[src/rtl/instr_fetch_unit.sv]
// instr_fetch_unit
//   Instruction fetch stage between the PC and decode. Issues single-cycle
//   synchronous reads to a 256-word instruction memory, buffers returned
//   words with their byte addresses in a small FIFO and presents them to
//   decode over a valid/ready handshake. Back-pressures the PC with
//   fetch_stall and flushes all in-flight work on a taken branch.
//
// Parameters
//   DEPTH      FIFO entries; occupancy accounting includes the outstanding read
//   LAST_ADDR  byte address of the final instruction word
//
// Ports
//   clk, reset    clock, synchronous active-high reset
//   ins_address   current PC byte address
//   branch_en     taken-branch strobe (flush)
//   fetch_stall   PC must hold ins_address while high (combinational)
//   imem_rd_en    instruction memory read strobe
//   imem_addr     word index, ins_address[9:2]
//   imem_rdata    read data, valid the cycle after imem_rd_en
//   dec_valid     FIFO head valid
//   dec_ready     decode accepts the head
//   dec_instr     head instruction word
//   dec_pc        head instruction byte address
//   program_done  LAST_ADDR fetched and fully drained
//   fetch_err     sticky bad-address flag (only with IF_ADDR_CHECK_EN)
//
// Build option
//   IF_ADDR_CHECK_EN  enables misaligned / out-of-range address checking
//                     and the fetch_err port.

module instr_fetch_unit #(
    parameter int unsigned DEPTH     = 2,
    parameter logic [31:0] LAST_ADDR = 32'h3FC
) (
    input  logic        clk,
    input  logic        reset,
    input  logic [31:0] ins_address,
    input  logic        branch_en,
    output logic        fetch_stall,
    output logic        imem_rd_en,
    output logic [7:0]  imem_addr,
    input  logic [31:0] imem_rdata,
    output logic        dec_valid,
    input  logic        dec_ready,
    output logic [31:0] dec_instr,
    output logic [31:0] dec_pc,
    output logic        program_done
`ifdef IF_ADDR_CHECK_EN
    ,
    output logic        fetch_err
`endif
);

    localparam int unsigned PW = (DEPTH > 1) ? $clog2(DEPTH) : 1;
    localparam int unsigned CW = $clog2(DEPTH + 1);
    localparam int unsigned OW = CW + 1;

    typedef enum logic {
        S_RUN,
        S_DONE
    } state_t;

    state_t state, state_nxt;

    logic [31:0]   fifo_instr [DEPTH];
    logic [31:0]   fifo_pc    [DEPTH];
    logic [PW-1:0] rd_ptr, wr_ptr;
    logic [CW-1:0] count;
    logic          inflight;
    logic [31:0]   tag;

    logic          pop, push;
    logic          attempt, issue, addr_bad;
    logic [OW-1:0] occ_after_pop;
    logic          occ_full;

    function automatic logic [PW-1:0] ptr_inc(input logic [PW-1:0] p);
        return (p == PW'(DEPTH - 1)) ? '0 : p + PW'(1);
    endfunction

    assign dec_valid = (count != '0);
    assign pop       = dec_valid & dec_ready;
    // A flush discards the outstanding read, so its data is never pushed.
    assign push      = inflight & ~branch_en;

    // Occupancy counts the outstanding read; a pop this cycle frees a slot.
    assign occ_after_pop = OW'(count) + OW'(inflight) - OW'(pop);
    assign occ_full      = (occ_after_pop >= OW'(DEPTH));

`ifdef IF_ADDR_CHECK_EN
    assign addr_bad = (ins_address[1:0] != 2'b00) || (ins_address > LAST_ADDR);
`else
    assign addr_bad = 1'b0;
`endif

    assign imem_addr    = ins_address[9:2];
    assign imem_rd_en   = issue;
    assign program_done = (state == S_DONE) & ~dec_valid & ~inflight;
    assign dec_instr    = dec_valid ? fifo_instr[rd_ptr] : '0;
    assign dec_pc       = dec_valid ? fifo_pc[rd_ptr]    : '0;

    // State register
    always_ff @(posedge clk) begin
        if (reset) begin
            state <= S_RUN;
        end else begin
            state <= state_nxt;
        end
    end

    // Next-state and issue control
    always_comb begin
        state_nxt   = state;
        fetch_stall = 1'b0;
        attempt     = 1'b0;
        issue       = 1'b0;

        if (!reset && state == S_RUN && !branch_en) begin
            fetch_stall = occ_full;
            attempt     = ~occ_full;
            issue       = attempt & ~addr_bad;
        end

        if (branch_en) begin
            state_nxt = S_RUN;
        end else if (state == S_RUN) begin
            if (issue && ins_address[9:2] == LAST_ADDR[9:2]) begin
                state_nxt = S_DONE;
            end
            if (attempt && addr_bad) begin
                state_nxt = S_DONE;
            end
        end
    end

    // Outstanding read, pointers and occupancy
    always_ff @(posedge clk) begin
        if (reset || branch_en) begin
            rd_ptr   <= '0;
            wr_ptr   <= '0;
            count    <= '0;
            inflight <= 1'b0;
        end else begin
            inflight <= issue;
            if (push) begin
                wr_ptr <= ptr_inc(wr_ptr);
            end
            if (pop) begin
                rd_ptr <= ptr_inc(rd_ptr);
            end
            if (push && !pop) begin
                assert (count < CW'(DEPTH));
                count <= count + CW'(1);
            end else if (!push && pop) begin
                count <= count - CW'(1);
            end
        end
    end

    always_ff @(posedge clk) begin
        if (reset) begin
            tag <= '0;
        end else if (issue) begin
            tag <= ins_address;
        end
    end

    // Storage needs no reset: the head is gated by dec_valid.
    always_ff @(posedge clk) begin
        if (!reset && push) begin
            fifo_instr[wr_ptr] <= imem_rdata;
            fifo_pc[wr_ptr]    <= tag;
        end
    end

`ifdef IF_ADDR_CHECK_EN
    always_ff @(posedge clk) begin
        if (reset) begin
            fetch_err <= 1'b0;
        end else if (attempt && addr_bad) begin
            fetch_err <= 1'b1;
        end
    end
`endif

endmodule

[config.mk]
export PLATFORM = sky130hd
export DESIGN_NAME = instr_fetch_unit
export DESIGN_NICKNAME = d
export VERILOG_FILES = /design/src/rtl/instr_fetch_unit.sv
export SDC_FILE = /design/constraint.sdc
export NUM_CORES = 1
export LEC_CHECK = 0
export BUFFER_PORTS_ARGS = -buffer_cell sky130_fd_sc_hd__buf_2
export CORE_MARGIN = 2
export CORE_UTILIZATION = 55
export CTS_CLUSTER_SIZE = 20
export DETAILED_ROUTE_END_ITERATION = 12
export HOLD_SLACK_MARGIN = 0.02
export PLACE_DENSITY_LB_ADDON = 0.05
export SLEW_MARGIN = 20
export SYNTH_ARGS = -nofsm -noshare
export SYNTH_HDL_FRONTEND = slang
export SYNTH_SLANG_ARGS = --single-unit
[constraint.sdc]
create_clock -name clk -period 12.3 [get_ports clk]
set_input_delay 0 -clock clk [delete_from_list [all_inputs] [get_ports clk]]
set_output_delay 0 -clock clk [all_outputs]
set_load 0.05 [all_outputs]
==> flow_summary.json <==
{
  "outcome": "finished clean",
  "worstSetupPathType": "register to output port",
  "cp.arrival_ns": 3.80,
  "grt_pass1_wl_um": 19200,
  "vias_per_cell": 5.02,
  "drt_iter0_markers": 256,
  "worstSkewPairLatency_ns": 0.42,
  "finalWeightedCongestion": 0.762,
  "syn_inst": 425,
  "grt_pass1_vias": 3939,
  "syn_nets": 496,
  "finalCriticalPeriod_ns": 3.80,
  "clk_pin_slew_ns": 0.06,
  "layout_commonest_cell": "buf_2",
  "syn-cell-area_um2": 6630,
  "cp_data_required_time_ns": 12.30,
  "fmax_mhz": 263,
  "ctsResizeCount": 0,
  "report.final.hold_viol_count": 0,
  "met3WireLength_um": 618,
  "antenna_found_initial": 0,
  "synth_edf_count": 128,
  "num_vias": 3943,
  "slew_headroom_pct": 26.9,
  "synthArstFlopShare_pct": 0,
  "worst_ir_drop_vdd_uv": 93.2,
  "critPathMaxStageDelay_ns": 0.99,
  "drive_above_1_share_pct": 34.3,
  "cts_root_buffer": "clkbuf_16",
  "clock_skew_ns": 0.00359,
  "worstHoldStart": "dec_ready",
  "rsz0062_at_grt": "false",
  "slowest_stage": "and3_2",
  "synthFlopType": "edfxtp_1",
  "final_antenna_net_count": 0,
  "cts_buffer_depth": 2,
  "crit_path_start_kind": "register",
  "yosysSeqAreaShare_pct": 69.7,
  "wl_per_cell_um": 16.0,
  "antenna_cells": 0,
  "critical_path.top_delay_family": "simple AND/OR/NAND/NOR gates",
  "place_ws_ns": 8.85,
  "cts_buffers": 17,
  "yosysWarnings": 0,
  "synth_cell_types": 31,
  "worst_setup_path_end_kind": "output port",
  "hold_slack_ns": 0.123,
  "finalSetupTns_ns": 0,
  "p_per_area_nw_per_um2": 150,
  "start_util_pct": 55.7,
  "maxSlewViolCount": 0,
  "cap_violations": 0,
  "grt_usage_pct": 19.6,
  "worstMarginPinSlew_ns": 1.10,
  "cp-startpoint": "count[1]",
  "num-nets-final": 696,
  "cp_cell_sequence": "o21ai_0 -> inv_1 -> ha_1 -> nand2b_1 -> fa_1 -> xnor2_1 -> and3_2 -> buf_2",
  "p_leak_nw": 3.35,
  "chipWidth_um": 114,
  "dieArea_um2": 12900,
  "synth_seq_cells": 167,
  "drc_errors": 0,
  "top_layer_used": "met4",
  "rr_startpoint": "count[1]",
  "dieHeight_um": 114,
  "port-buffer-count": 143,
  "io_pins": 144,
  "layout_common_cells": "buf_2 (143), edfxtp_1 (128), nor2_1 (66)",
  "gr-total-overflow": 0,
  "critPathBufInv": 2,
  "core_um2": 11900,
  "setup_viol": 0,
  "dp_hpwl_um": 7090,
  "wl_met2_um": 6310,
  "hold_class": "input pin to register",
  "cts_htree_levels": 4,
  "min_period_over_period_pct": 30.9,
  "worst-path-max-fanout": 33,
  "num_rows": 40,
  "wl_um": 12600,
  "clock_sinks": 167,
  "cts_tree": "done",
  "first_pass_iters": 4,
  "synth_area_per_cell_um2": 15.6,
  "grt_start_max_net_pins": 65,
  "met1_length_um": 5400,
  "fin_ws_ns": 8.50,
  "area_growth_pct": 29.9
}
-- what timing repair did --
action,4_1_cts,5_1_grt
hold endpoints to repair,101,0
hold buffers,65,0
buffers inserted,0,0
setup endpoints to repair,0,0
-- final timing paths --
path,slack [ns],cells past startpoint,end
max,8.50,8,imem_rd_en
min,0.12,4,rd_ptr
max reg2reg,8.79,8,tag[31]
min reg2reg,0.45,0,fifo_pc[1][13]
-- layout make-up --
cell class                      count  area (um^2)
Sequential cell                   167         4630
Fill cell                         834         3300
Clock buffer                       18          439
Tap cell                          147          184
Multi-Input combinational cell    224         1800
Inverter                            3         11.3
Clock inverter                     14          134
Timing Repair Buffer              212         1420
-- layer usage --
| metal | GRT usage (%) | vias up |
|---|---|---|
| met3 | 4.89 | 20 |
| met4 | 8.29 | 0 |
| met2 | 34.1 | 111 |
| met1 | 23.2 | 1892 |
| met5 | 0 | - |
| li1 | - | 1920 |
-- synth_stat cells, types with 3 or more instances --
cell	n	share of area [%]
xor2_1	3	0.40
buf_2	9	0.68
nor3_1	4	0.30
nor2_1	67	3.8
edfxtp_1	128	58
inv_1	3	0.17
nor2b_1	32	3.0
and3_1	3	0.28
clkbuf_1	7	0.40
dfxtp_1	39	12
mux2_4	29	6.6
mux2i_1	64	9.7
buf_12	3	0.91
mux2_2	3	0.51
buf_4	8	0.91
buf_1	3	0.17
-- flip-flops by register name (all words and copies together), names as in the netlist, named ones only --
name and flops:
count 2, fifo_instr 64, fifo_pc 64, inflight 1, rd_ptr 1, state 1, tag 32, wr_ptr 1
-- per-stage QoR --
step	instances	cell area (um^2)	power [mW]	utilization (%)
global placement	687	7360	0.773	61.8
global route	785	8610	1.33	72.3
detailed placement	687	7360	0.777	61.8
CTS	784	8580	1.30	72.0
finish	785	8610	1.29	72.3
floorplan	425	6630	0.747	-
-- power breakdown --
part	total (mW)	switching [mW]	internal [mW]
Combinational	0.142	0.0828	0.0597
Sequential	0.640	0.0106	0.629
Clock	0.507	0.206	0.301
-- cells by family after synthesis --
logic type,after synthesis,synth area share [%]
adders and majority gates,3,0.679
DFF,167,69.7
buffers and inverters,34,3.40
AOI/OAI and AO/OA,5,0.491
xor gates and xnor gates,5,0.661
and+or+nand+nor,115,8.28
muxes,96,16.7
-- worst reg2reg max path, cell delays in order (launching register included) --
cell and delay, ns:
dfxtp_1 0.39, o21ai_0 0.38, inv_1 0.09, ha_1 0.28, nand2b_1 0.16, fa_1 0.39, xnor2_1 0.29, and3_2 0.99
mux2_2 0.43
Note: power is estimated with default switching activity, not from simulation.
